--- src/rtl/seg7_readback_if.sv ---
// Display readback bus: raw segment buses in, decoded word out on a valid/ready handshake.
// master is the readback block, slave is the consumer that also owns the display nets.
interface seg7_readback_if #(
    parameter int unsigned NUM_DIGITS = 4
) ();
    logic [7*NUM_DIGITS-1:0] seg_in;
    logic                    out_valid;
    logic                    out_ready;
    logic [4*NUM_DIGITS-1:0] value;
    logic [NUM_DIGITS-1:0]   blank_mask;
    logic [NUM_DIGITS-1:0]   err_mask;

    modport master (
        input  seg_in,
        input  out_ready,
        output out_valid,
        output value,
        output blank_mask,
        output err_mask
    );

    modport slave (
        output seg_in,
        output out_ready,
        input  out_valid,
        input  value,
        input  blank_mask,
        input  err_mask
    );
endinterface

--- src/rtl/seg7_readback.sv ---
// Reconstructs the hex word shown on active-low 7-segment displays: filters the raw pattern,
// decodes one digit per clock and offers each new stable word once on a valid/ready handshake.
module seg7_readback #(
    parameter int unsigned NUM_DIGITS    = 4,
    parameter int unsigned STABLE_CYCLES = 4
) (
    input logic           clk,
    input logic           reset,
    seg7_readback_if.master bus
);
    localparam int unsigned SegW = 7 * NUM_DIGITS;
    localparam int unsigned IdxW = (NUM_DIGITS > 1) ? $clog2(NUM_DIGITS) : 1;
    localparam int unsigned CntW = (STABLE_CYCLES > 1) ? $clog2(STABLE_CYCLES) : 1;
    localparam logic [CntW-1:0] CntMax  = CntW'(STABLE_CYCLES - 1);
    localparam logic [IdxW-1:0] IdxLast = IdxW'(NUM_DIGITS - 1);

    typedef enum logic [1:0] {StFilter, StDecode, StPresent} state_e;

    state_e                  state_q, state_d;
    logic [SegW-1:0]         sample_q, sample_d;
    logic [SegW-1:0]         snapshot_q, snapshot_d;
    logic [SegW-1:0]         last_q, last_d;
    logic [CntW-1:0]         cnt_q, cnt_d;
    logic [IdxW-1:0]         idx_q, idx_d;
    logic                    valid_q, valid_d;
    logic [4*NUM_DIGITS-1:0] value_q, value_d;
    logic [NUM_DIGITS-1:0]   blank_q, blank_d;
    logic [NUM_DIGITS-1:0]   err_q, err_d;
    logic [5:0]              dec;

    // Returns {err, blank, nibble}; blank and non-hex patterns read as nibble 0.
    function automatic logic [5:0] decode_digit(input logic [6:0] seg);
        case (seg)
            7'b100_0000: return {2'b00, 4'h0};
            7'b111_1001: return {2'b00, 4'h1};
            7'b010_0100: return {2'b00, 4'h2};
            7'b011_0000: return {2'b00, 4'h3};
            7'b001_1001: return {2'b00, 4'h4};
            7'b001_0010: return {2'b00, 4'h5};
            7'b000_0010: return {2'b00, 4'h6};
            7'b111_1000: return {2'b00, 4'h7};
            7'b000_0000: return {2'b00, 4'h8};
            7'b001_1000: return {2'b00, 4'h9};
            7'b000_1000: return {2'b00, 4'hA};
            7'b000_0011: return {2'b00, 4'hB};
            7'b100_0110: return {2'b00, 4'hC};
            7'b010_0001: return {2'b00, 4'hD};
            7'b000_0110: return {2'b00, 4'hE};
            7'b000_1110: return {2'b00, 4'hF};
            7'b111_1111: return 6'b01_0000;
            default:     return 6'b10_0000;
        endcase
    endfunction

    always_comb begin
        state_d    = state_q;
        sample_d   = sample_q;
        snapshot_d = snapshot_q;
        last_d     = last_q;
        cnt_d      = cnt_q;
        idx_d      = idx_q;
        valid_d    = valid_q;
        value_d    = value_q;
        blank_d    = blank_q;
        err_d      = err_q;
        dec        = decode_digit(snapshot_q[7*idx_q +: 7]);

        unique case (state_q)
            StFilter: begin
                sample_d = bus.seg_in;
                if (bus.seg_in != sample_q) begin
                    cnt_d = '0;
                end else begin
                    if (cnt_q != CntMax) cnt_d = cnt_q + 1'b1;
                    // Only a pattern that differs from the last reported word is re-decoded.
                    if (cnt_q == CntMax && sample_q != last_q) begin
                        snapshot_d = sample_q;
                        blank_d    = '0;
                        err_d      = '0;
                        idx_d      = '0;
                        state_d    = StDecode;
                    end
                end
            end
            StDecode: begin
                value_d[4*idx_q +: 4] = dec[3:0];
                blank_d[idx_q]        = dec[4];
                err_d[idx_q]          = dec[5];
                if (idx_q == IdxLast) state_d = StPresent;
                else                  idx_d   = idx_q + 1'b1;
            end
            StPresent: begin
                if (!valid_q) begin
                    valid_d = 1'b1;
                end else if (bus.out_ready) begin
                    valid_d  = 1'b0;
                    last_d   = snapshot_q;
                    cnt_d    = '0;
                    sample_d = bus.seg_in;
                    state_d  = StFilter;
                end
            end
            default: state_d = StFilter;
        endcase
    end

    always_ff @(posedge clk) begin
        if (reset) begin
            state_q    <= StFilter;
            sample_q   <= '1;
            snapshot_q <= '1;
            last_q     <= '1;
            cnt_q      <= '0;
            idx_q      <= '0;
            valid_q    <= 1'b0;
            value_q    <= '0;
            blank_q    <= '0;
            err_q      <= '0;
        end else begin
            state_q    <= state_d;
            sample_q   <= sample_d;
            snapshot_q <= snapshot_d;
            last_q     <= last_d;
            cnt_q      <= cnt_d;
            idx_q      <= idx_d;
            valid_q    <= valid_d;
            value_q    <= value_d;
            blank_q    <= blank_d;
            err_q      <= err_d;
        end
    end

    assign bus.out_valid  = valid_q;
    assign bus.value      = value_q;
    assign bus.blank_mask = blank_q;
    assign bus.err_mask   = err_q;
endmodule

--- src/flat_wrapper.sv ---
// flat-port wrapper written by rule: the top's interface ports become plain ports
module seg7_readback_flat 
#(
    parameter int unsigned NUM_DIGITS    = 4,
    parameter int unsigned STABLE_CYCLES = 4
)
  (clk, reset, bus_seg_in, bus_out_ready, bus_out_valid, bus_value, bus_blank_mask, bus_err_mask);
  seg7_readback_if #(.NUM_DIGITS(NUM_DIGITS)) bus_i ();
  input logic clk;
  input logic reset;
  input wire logic [$bits(bus_i.seg_in)-1:0] bus_seg_in;
  input wire logic [$bits(bus_i.out_ready)-1:0] bus_out_ready;
  output wire logic [$bits(bus_i.out_valid)-1:0] bus_out_valid;
  output wire logic [$bits(bus_i.value)-1:0] bus_value;
  output wire logic [$bits(bus_i.blank_mask)-1:0] bus_blank_mask;
  output wire logic [$bits(bus_i.err_mask)-1:0] bus_err_mask;
  assign bus_i.seg_in = bus_seg_in;
  assign bus_i.out_ready = bus_out_ready;
  assign bus_out_valid = bus_i.out_valid;
  assign bus_value = bus_i.value;
  assign bus_blank_mask = bus_i.blank_mask;
  assign bus_err_mask = bus_i.err_mask;
  seg7_readback #(.NUM_DIGITS(NUM_DIGITS), .STABLE_CYCLES(STABLE_CYCLES)) u_core (.clk(clk), .reset(reset), .bus(bus_i));
endmodule
--- config.mk ---
export PLATFORM = sky130hd
export DESIGN_NAME = seg7_readback_flat
export DESIGN_NICKNAME = d
export VERILOG_FILES = /design/src/rtl/seg7_readback_if.sv /design/src/rtl/seg7_readback.sv /design/src/flat_wrapper.sv
export SDC_FILE = /design/constraint.sdc
export NUM_CORES = 1
export LEC_CHECK = 0
export BUFFER_PORTS_ARGS = -buffer_cell sky130_fd_sc_hd__buf_2
export CAP_MARGIN = 20
export CORE_UTILIZATION = 50
export CTS_CLUSTER_DIAMETER = 200
export DETAILED_ROUTE_END_ITERATION = 8
export GPL_TIMING_DRIVEN = 0
export HOLD_SLACK_MARGIN = 0.03
export PLACE_DENSITY = 0.66
export SETUP_SLACK_MARGIN = 0.1
export SKIP_LAST_GASP = 1
export SLEW_MARGIN = 15
export SYNTH_ARGS = -nofsm -noshare
export SYNTH_HDL_FRONTEND = slang
export SYNTH_SLANG_ARGS = --single-unit
export TNS_END_PERCENT = 1
--- constraint.sdc ---
create_clock -name clk -period 4.4 [get_ports clk]
set_clock_uncertainty 0.1 [all_clocks]
set_input_delay 1.1 -clock clk [delete_from_list [all_inputs] [get_ports clk]]
set_output_delay 1.1 -clock clk [all_outputs]
set_load 0.02 [all_outputs]
==> results.cfg <==
[run_status]
status = completed

[clocking]
htree_levels = 4
postCtsSetupRepairBufs = 0
clock_latency_ps = 520
hold_buffers = 0
cts_num_sinks = 115
cts_tree = built
clk_pin_slew_ps = 60
cts-root-buf = clkbuf_8
clockBufferDepth = 2
cts_resized = 0
cts_made_buffers = 17

[final_layout]
syn_to_final_growth_pct = 19.9
antenna_cells = 0
nNetsFinal = 695
fillers = 910
drive_gt1_share_pct = 16.6

[sta]
maxSlewHeadroom_pct = 47.9
max_freq_ghz = 0.297
fin_crit_ps = 3370
worst_pin_slew_ps = 774
fin_setup_tns_ps = 0
rsz0062_at_grt = no
setup_viol_count_final = 0
hold_viol = 0
setup_ws_ps = 1030
slew_violations = 0
finalCritPeriodShare_pct = 76.6

[route]
num_vias = 4463
routed_via_density = 5.55
drc = 0
drt_iter0_markers = 302
drt_pass1_iterations = 5
detail-route-antenna-nets = 0
wl_per_cell_um = 17.6
drt-total-wl_um = 14100

[synthesis]
synthSimpleGateAreaFrac_pct = 22.3
yosysMostFrequentCell = nand2_1
synth.avg_cell_area_um2 = 9.19
synth_seq_area_share_pct = 43.0
yosys_warnings = 0
synth_top_family_by_area = simple AND/OR/NAND/NOR gates
yosys_most_used_dff = dfxtp_1
synth_area_leaders = dfxtp_1 43%, mux2i_1 11%, nand2_1 10%
synth_mux_area_share_pct = 13.8
synth_compound_area_share_pct = 6.15
ys_seq_elements = 115
syn_inst = 582
synth-edff-count = 0
ys_types = 49
synthAdderAreaFrac_pct = 2.10
syn-num-nets = 622
async_reset_ff_share_pct = 0
yosys.area_share.xor_xnor_pct = 9.49
synth_top_area_share_pct = 43.0
yosys.area.top_type = dfxtp_1
synth_commonest_cells = 147 x nand2_1, 115 x dfxtp_1, 57 x mux2i_1, 32 x nand3_1
syn_area_um2 = 5350

[worst_setup_path]
cp-end-kind = register
worstSetupStartpointType = input port
path_max_fanout = 10
path_delay_family = simple AND/OR/NAND/NOR gates
critPathKind = input port to register
critical_path_buf_inv_count = 2
required_ps = 4670
slowest_stage = a2111oi_4
arrival_ps = 3640
critPathMaxStageDelay_ps = 750
path_cells = buf_2 -> xor2_1 -> nor4_1 -> nand4_1 -> a2111oi_4 -> buf_6 -> mux2i_1 -> nand2_1

[die]
rows = 37
start_util_pct = 51.6
io_pins = 56
die_h_um = 105
core-area_um2 = 10400
die_area_um2 = 11100
die_w_um = 105

[power_and_ir_drop]
power_density_nw_per_um2 = 412
ir_drop_uv = 244
leakagePower_uw = 0.00273

[global_route]
grt_start_max_net_pins = 17
grt_pass1_vias = 4301
grt_pass1_wl_um = 22500
grt_usage_pct = 26.7
antenna_found_initial = 0
overflow = 0

[placement]
gp_congestion = 0.901
dp_slack_ps = 564
port_buffers = 54
hpwl_um = 10100

[hold_path]
hp-class = register to register

[run]
drv_cap = 0
[power by group]
group,total [uW],internal (uW),switching [uW]
clock network,1460,977,484
registers,1080,1060,21.6
logic,105,43.0,61.9
[worst min-delay path, stage by stage, from the launching register on]
cell and delay [ps]:
dfxtp_1 300, nand2_1 50, o21ai_1 50
[final timing paths]
path,startpoint,endpoint,slack (ps),depth (start not counted)
max,bus_seg_in[23],u_core.snapshot_q[22],1030,8
min,u_core.bus.value[8],u_core.bus.value[8],350,2
max reg2reg,u_core.sample_q[23],u_core.snapshot_q[22],1350,7
min reg2reg,u_core.bus.value[8],u_core.bus.value[8],350,2
[sequential cells by signal (all words and copies together), names as in the netlist, 4 cells and up]
register,count
u_core.bus.blank_mask,4
u_core.snapshot_q,28
u_core.last_q,28
u_core.sample_q,28
u_core.bus.value,16
u_core.bus.err_mask,4
[cells by family (layout without fill, tap and decap cells)]
group           after synthesis  count (layout)
compound gates               50              50
xor+xnor                     58              58
fa+ha+maj                     9               9
buf+inv                      33             119
flops                       115             115
mux                          65              65
simple gates                252             252
[through the flow]
| stage | hold slack (ps) | utilization (%) | std cells | area, um^2 | power, uW |
|---|---|---|---|---|---|
| floorplan | 349 | - | 582 | 5350 | 1150 |
| global placement | 333 | 55.9 | 772 | 5790 | 1200 |
| detailed placement | 342 | 55.9 | 772 | 5790 | 1200 |
| CTS | 349 | 61.9 | 804 | 6420 | 2650 |
| global route | 366 | 61.9 | 804 | 6420 | 2710 |
| finish | 346 | 61.9 | 804 | 6420 | 2640 |
[cell usage in the layout (no fill, tap or decap), types with 12 or more instances in the layout]
cell type    n
a21oi_1     15
clkbuf_1    20
buf_2       57
xor2_1      29
xnor2_1     29
dfxtp_1    115
nor2_1      15
nand2_1    147
mux2i_1     57
nand4_1     12
nand3_1     32
clkbuf_16   16
o21ai_1     16
[layer usage]
layer	GRT usage, %	share of wire [%]	up-vias	wire length [um]
met3	5.81	5.9	42	828
li1	-	-	2143	-
met5	0	0	-	0
met2	43.5	47	158	6660
met1	34.1	44	2120	6180
met4	11.8	3.4	0	482
[cell type report]
cell class	instances	area [um^2]	share of cell area, %
Buffer	28	146	2.28
Clock inverter	9	150	2.34
Clock buffer	23	477	7.43
Tap cell	136	170	2.65
Multi-Input combinational cell	434	2880	44.9
Sequential cell	115	2300	35.9
Inverter	5	18.8	0.292
Timing Repair Buffer	54	270	4.21
(Power assumes the default switching activity.)
